## config.mk

```make
export PLATFORM = sky130hd
export DESIGN_NAME = pipe_ctrl_unit
export DESIGN_NICKNAME = d
export VERILOG_FILES = /design/src/rtl/y86_pkg.sv /design/src/rtl/pipe_ctrl_unit_hazard.sv /design/src/rtl/pipe_ctrl_unit.sv
export SDC_FILE = /design/constraint.sdc
export NUM_CORES = 1
export LEC_CHECK = 0
export CORE_MARGIN = 1.5
export CORE_UTILIZATION = 42
export DETAILED_ROUTE_END_ITERATION = 16
export PLACE_DENSITY = 0.78
export SLEW_MARGIN = 20
export SYNTH_ARGS = -nofsm -noshare
export SYNTH_HDL_FRONTEND = slang
export SYNTH_HIERARCHICAL = 1
export SYNTH_SLANG_ARGS = --single-unit
```

## constraint.sdc

```tcl
create_clock -name clk_i -period 2.5 [get_ports clk_i]
set_input_delay 0.5 -clock clk_i [delete_from_list [all_inputs] [get_ports clk_i]]
set_output_delay 0.5 -clock clk_i [all_outputs]
set_load 0.01 [all_outputs]
```

## src/rtl/y86_pkg.sv

```systemverilog
// Shared Y86-64 encodings and the control bundle passed from the hazard core to the
// pipeline controller.
package y86_pkg;

    localparam logic [3:0] IHALT   = 4'h0;
    localparam logic [3:0] INOP    = 4'h1;
    localparam logic [3:0] IRRMOVQ = 4'h2;
    localparam logic [3:0] IIRMOVQ = 4'h3;
    localparam logic [3:0] IRMMOVQ = 4'h4;
    localparam logic [3:0] IMRMOVQ = 4'h5;
    localparam logic [3:0] IOPQ    = 4'h6;
    localparam logic [3:0] IJXX    = 4'h7;
    localparam logic [3:0] ICALL   = 4'h8;
    localparam logic [3:0] IRET    = 4'h9;
    localparam logic [3:0] IPUSHQ  = 4'hA;
    localparam logic [3:0] IPOPQ   = 4'hB;

    localparam logic [2:0] SAOK = 3'd1;
    localparam logic [2:0] SHLT = 3'd2;
    localparam logic [2:0] SADR = 3'd3;
    localparam logic [2:0] SINS = 3'd4;

    localparam logic [3:0] RNONE = 4'hF;

    typedef enum logic [1:0] {
        CPU_RUN    = 2'd0,
        CPU_FREEZE = 2'd1,
        CPU_STEP   = 2'd2,
        CPU_HALTED = 2'd3
    } cpu_state_e;

    typedef struct packed {
        logic f_stall;
        logic d_stall;
        logic e_stall;
        logic m_stall;
        logic w_stall;
        logic d_bubble;
        logic e_bubble;
        logic m_bubble;
        logic w_bubble;
        logic set_cc;
    } ctrl_t;

endpackage

```

## src/rtl/pipe_ctrl_unit_hazard.sv

```systemverilog
// Pure combinational hazard core: load-use, ret, mispredict and exception rules
// turned into stage stall/bubble and CC-enable controls.
module hazard_detect
    import y86_pkg::*;
(
    input  logic [3:0] D_icode_i,
    input  logic [3:0] d_srcA_i,
    input  logic [3:0] d_srcB_i,
    input  logic [3:0] E_icode_i,
    input  logic [3:0] E_dstM_i,
    input  logic       e_cnd_i,
    input  logic [3:0] M_icode_i,
    input  logic [2:0] m_stat_i,
    input  logic [2:0] W_stat_i,
    output ctrl_t      ctrl_o,
    output logic       exc_w_o
);

    logic lu;
    logic ret;
    logic mis;
    logic exc_m;
    logic exc_w;

    always_comb begin
        lu    = ((E_icode_i == IMRMOVQ) || (E_icode_i == IPOPQ)) && (E_dstM_i != RNONE)
                && ((E_dstM_i == d_srcA_i) || (E_dstM_i == d_srcB_i));
        ret   = (D_icode_i == IRET) || (E_icode_i == IRET) || (M_icode_i == IRET);
        mis   = (E_icode_i == IJXX) && !e_cnd_i;
        exc_m = (m_stat_i != SAOK);
        exc_w = (W_stat_i != SAOK);

        ctrl_o          = '0;
        ctrl_o.f_stall  = lu | ret;
        ctrl_o.d_stall  = lu;
        // A mispredict squashes D even when a ret is also in flight.
        ctrl_o.d_bubble = mis | (!lu & ret);
        ctrl_o.e_bubble = mis | lu;
        ctrl_o.m_bubble = exc_m | exc_w;
        ctrl_o.w_stall  = exc_w;
        ctrl_o.set_cc   = (E_icode_i == IOPQ) && !exc_m && !exc_w;
    end

    assign exc_w_o = exc_w;

endmodule

```

## src/rtl/pipe_ctrl_unit.sv

```systemverilog
// Pipeline hazard/sequencing controller: hazard core plus run-state FSM
// (exception halt, debug freeze/step) and saturating cycle/stall counters.
module pipe_ctrl_unit
    import y86_pkg::*;
#(
    parameter int CNT_W  = 32,
    parameter bit DBG_EN = 1'b1
) (
    input  logic             clk_i,
    input  logic             rst_i,
    input  logic [3:0]       D_icode_i,
    input  logic [3:0]       d_srcA_i,
    input  logic [3:0]       d_srcB_i,
    input  logic [3:0]       E_icode_i,
    input  logic [3:0]       E_dstM_i,
    input  logic             e_cnd_i,
    input  logic [3:0]       M_icode_i,
    input  logic [2:0]       m_stat_i,
    input  logic [2:0]       W_stat_i,
    input  logic             dbg_halt_req_i,
    input  logic             dbg_step_i,
    output logic             F_stall_o,
    output logic             D_stall_o,
    output logic             E_stall_o,
    output logic             M_stall_o,
    output logic             W_stall_o,
    output logic             F_bubble_o,
    output logic             D_bubble_o,
    output logic             E_bubble_o,
    output logic             M_bubble_o,
    output logic             W_bubble_o,
    output logic             set_cc_o,
    output logic [1:0]       cpu_state_o,
    output logic             dbg_halted_o,
    output logic [CNT_W-1:0] cycle_cnt_o,
    output logic [CNT_W-1:0] stall_cnt_o
);

    ctrl_t            core_ctrl;
    ctrl_t            ctrl;
    logic             exc_w;
    logic             dbg_req;
    logic             active;
    cpu_state_e       state_q, state_d;
    logic [CNT_W-1:0] cycle_cnt_q, cycle_cnt_d;
    logic [CNT_W-1:0] stall_cnt_q, stall_cnt_d;

    hazard_detect u_hazard (
        .D_icode_i (D_icode_i),
        .d_srcA_i  (d_srcA_i),
        .d_srcB_i  (d_srcB_i),
        .E_icode_i (E_icode_i),
        .E_dstM_i  (E_dstM_i),
        .e_cnd_i   (e_cnd_i),
        .M_icode_i (M_icode_i),
        .m_stat_i  (m_stat_i),
        .W_stat_i  (W_stat_i),
        .ctrl_o    (core_ctrl),
        .exc_w_o   (exc_w)
    );

    assign dbg_req = DBG_EN && dbg_halt_req_i;
    assign active  = (state_q == CPU_RUN) || (state_q == CPU_STEP);

    // Reset forces a flush pattern immediately, independent of the clock.
    always_comb begin
        ctrl = '0;
        if (rst_i) begin
            ctrl.d_bubble = 1'b1;
            ctrl.e_bubble = 1'b1;
            ctrl.m_bubble = 1'b1;
            ctrl.w_bubble = 1'b1;
        end else if (active) begin
            ctrl = core_ctrl;
        end else begin
            ctrl.f_stall = 1'b1;
            ctrl.d_stall = 1'b1;
            ctrl.e_stall = 1'b1;
            ctrl.m_stall = 1'b1;
            ctrl.w_stall = 1'b1;
        end
    end

    always_comb begin
        state_d = state_q;
        case (state_q)
            CPU_RUN: begin
                if (exc_w)        state_d = CPU_HALTED;
                else if (dbg_req) state_d = CPU_FREEZE;
            end
            CPU_FREEZE: begin
                if (exc_w)           state_d = CPU_HALTED;
                else if (!dbg_req)   state_d = CPU_RUN;
                else if (dbg_step_i) state_d = CPU_STEP;
            end
            CPU_STEP: begin
                if (exc_w)        state_d = CPU_HALTED;
                else if (dbg_req) state_d = CPU_FREEZE;
                else              state_d = CPU_RUN;
            end
            default: state_d = CPU_HALTED;
        endcase
    end

    always_comb begin
        cycle_cnt_d = cycle_cnt_q;
        stall_cnt_d = stall_cnt_q;
        if (active && !(&cycle_cnt_q))
            cycle_cnt_d = cycle_cnt_q + CNT_W'(1);
        if (active && ctrl.f_stall && !(&stall_cnt_q))
            stall_cnt_d = stall_cnt_q + CNT_W'(1);
    end

    always_ff @(posedge clk_i or posedge rst_i) begin
        if (rst_i) begin
            state_q     <= CPU_RUN;
            cycle_cnt_q <= '0;
            stall_cnt_q <= '0;
        end else begin
            state_q     <= state_d;
            cycle_cnt_q <= cycle_cnt_d;
            stall_cnt_q <= stall_cnt_d;
        end
    end

    assign F_stall_o    = ctrl.f_stall;
    assign D_stall_o    = ctrl.d_stall;
    assign E_stall_o    = ctrl.e_stall;
    assign M_stall_o    = ctrl.m_stall;
    assign W_stall_o    = ctrl.w_stall;
    assign F_bubble_o   = 1'b0;
    assign D_bubble_o   = ctrl.d_bubble;
    assign E_bubble_o   = ctrl.e_bubble;
    assign M_bubble_o   = ctrl.m_bubble;
    assign W_bubble_o   = ctrl.w_bubble;
    assign set_cc_o     = ctrl.set_cc;
    assign cpu_state_o  = state_q;
    assign dbg_halted_o = !rst_i && (state_q == CPU_FREEZE);
    assign cycle_cnt_o  = cycle_cnt_q;
    assign stall_cnt_o  = stall_cnt_q;

endmodule
```

==> out/qor.yml <==
final_layout:
  stdcell_area_um2: 5248
  layout_common_cells: "clkdlybuf4s50_1 (87), dfrtp_1 (66), xor2_1 (36)"
  drive_above_1_share_pct: 18.05
  area_growth_pct: 47.36
  utilization_pct: 63.86
  n_antenna_cell: 0
  fin_nets: 527
  final_cells: 598
  mostFrequentLayoutCell: "clkdlybuf4s50_1"
placed_design:
  portBuffers: 111
  dpl_cell_area_um2: 4918
  dp_hpwl_um: 6992
  dp_cells: 580
  gp_congestion: 0.8570
power_and_ir_drop:
  p_leak_nw: 2.363
  ir_worst_vdd_mv: 0.2247
  power_density_nw_per_um2: 388.5
  power.total_mw: 2.039
detailed_routing:
  drcViolationCount: 0
  via_count: 3294
  detail-route-antenna-nets: 0
  routed_wl_um: 9951
  vias_per_cell: 5.508
  drt-initial-drc-count: 139
  drtPass1Iterations: 4
  wl_per_cell_um: 16.64
yosys:
  synth_fa_ha_area_share_pct: 0.7027
  syn_area_per_cell_um2: 10.15
  ys_seq_area_share_pct: 46.38
  synth_compound_area_share_pct: 4.533
  synth_cells: 351
  ys_warn_count: 6
  ys.flop_type: "dfrtp_1"
  muxShareOfSynthArea_pct: 0.9487
  synth_xor_area_share_pct: 16.48
  synth.distinct_cells: 49
  synth-simple-area-share_pct: 27.62
  synth_seq_cells: 66
  async_reset_ff_share_pct: 100.0
  synth_edf_count: 0
  netlist_area_um2: 3561
  synth_top_family_by_area: "simple AND/OR/NAND/NOR gates"
critical_path:
  worstSetupPathType: "in2out"
  cp_max_fo: 2
  cp_cell_sequence: "buf_6, or3b_4, or4b_4, nor4_4, and3_1, buf_2"
  crit_path_max_incr_delay_ps: 510
  end_kind: "output port"
  startpoint_type: "primary input"
  slowest_stage: "or4b_4"
  cp.required_ps: 2000
  crit_arrival_ps: 1920
clock_tree:
  hold_buffers: 0
  clk_pin_slew_ps: 70
  clock-sinks: 66
  clock_path_buffers: 2
  htreeDepth: 3
  cts_tree: "done"
  cts_root_buffer: "clkbuf_8"
  numCtsBuffers: 9
  clk_latency_ps: 340
min_path:
  min-delay-path-class: "reg2reg"
floorplanning:
  num_io_pins: 113
  dieHeight_um: 95.08
  die-area_um2: 9040
  core_area_um2: 8217
  initial_core_util_pct: 43.34
  fp-row-count: 33
  fp.dieW_um: 95.08
global_routing:
  antenna_found_initial: 0
  globalRouteMet1Util_pct: 28.14
  use_met2_pct: 38.83
  grt_util_all_layers_pct: 23.14
  grt_max_degree: 67
  grt-ovfl-total: 0
  grt_pass1_vias: 3265
  busiest_layer: "met2"
  grt_pass1_wl_um: 16030
  met3_usage_pct: 5.821
outcome:
  outcome: "complete, no violations"
sta:
  rsz0062_at_grt: "true"
  maxSlewHeadroom_pct: 43.77
  hold_viol_final: 0
  report.final.slew_viol_count: 0
  fin_skew_ps: 9.106
  max_freq_mhz: 413.6
  fin_crit_sh_pct: 96.71
  setup_violations: 0
  tightestPinTransition_ps: 841.0
  finalCriticalPeriod_ps: 2418
  fin_setup_tns_ps: 0
run:
  cap_viol_max_count: 0
-- Yosys cell counts (3+ instances only) --
cell | count | share of area, %
dfrtp_1 | 66 | 46
xor2_1 | 36 | 8.9
nand2_1 | 32 | 3.4
xnor2_1 | 31 | 7.6
nand4_1 | 29 | 5.1
nand3_1 | 20 | 2.8
nor2_1 | 20 | 2.1
nor3_1 | 15 | 2.1
nor4_1 | 13 | 2.3
and3_1 | 12 | 2.1
inv_1 | 8 | 0.84
buf_4 | 6 | 1.3
nor4b_1 | 5 | 1.2
a21o_1 | 4 | 0.84
and4_1 | 4 | 0.98
o21ai_0 | 4 | 0.56
clkbuf_1 | 3 | 0.32
mux2_2 | 3 | 0.95
or3_1 | 3 | 0.53
-- per-stage QoR --
stage / hold slack (ps) / setup WS [ps]
after detailed placement: 481.6 / -675.7
after global routing: 510.0 / -3.326
after CTS: 495.0 / -89.48
final: 494.7 / 82.14
after global placement: 475.9 / -642.9
after floorplan: 519.3 / 88.93
-- cell type report --
cell class / instances / area [um2]
fillers: 688 / 2969
multi-input cells: 267 / 1961
flip-flops and latches: 66 / 1652
repair buffers: 138 / 1292
clock buffers: 12 / 165.2
well taps: 105 / 131.4
inverters: 8 / 33.78
clock inverters: 2 / 12.51
-- final timing paths --
check / from / endpoint / slack [ps] / cells after the start
hold reg to reg: cycle_cnt_o[22] / cycle_cnt_o[22] / 490 / 1
setup reg to reg: stall_cnt_o[19] / stall_cnt_o[5] / 130 / 6
min in group asynchronous: rst_i / cycle_cnt_o[2] / 970 / 4
max in group asynchronous: rst_i / stall_cnt_o[12] / 1000 / 4
setup / recovery: W_stat_i[2] / set_cc_o / 80 / 6
hold / removal: cycle_cnt_o[22] / cycle_cnt_o[22] / 490 / 1
-- power by group --
part | switching, mW | total [mW] | internal [mW] | leakage (nW)
Sequential | 0.00135 | 1.07 | 1.07 | 0.907
Combinational | 0.0716 | 0.149 | 0.0771 | 1.37
Clock | 0.392 | 0.820 | 0.428 | 0.0903
-- metal layers --
metal	vias to the layer above	wire [um]
met2	125	5114
met5	-	0
li1	1542	-
met3	24	485
met4	0	233
met1	1603	4118
-- critical path: cells and delay by family --
family,cells,cell delay (ps)
buffers and inverters,2,210
AND/OR/NAND/NOR,4,1210
-- registers in the layout, indices dropped and copies added (netlist names) --
| signal | flops |
|---|---|
| cycle_cnt_o | 32 |
| stall_cnt_o | 32 |
| cpu_state_o | 2 |
-- logic make-up (layout without fill, tap and decap cells) --
group	after synthesis	count (layout)
fa+ha+maj	2	2
compound gates	20	21
buf+inv	21	160
flops	66	66
simple gates	170	170
other cells	2	4
xor+xnor	67	67
mux	3	3
-- timing repair --
item | 4_1_cts | 5_1_grt
gates cloned | 1 | 0
pin swaps | 10 | 12
endpoints found under the setup margin | 35 | 36
buffers inserted | 2 | 1
resized for setup | 56 | 25
Note: power is estimated with default switching activity, not from simulation.
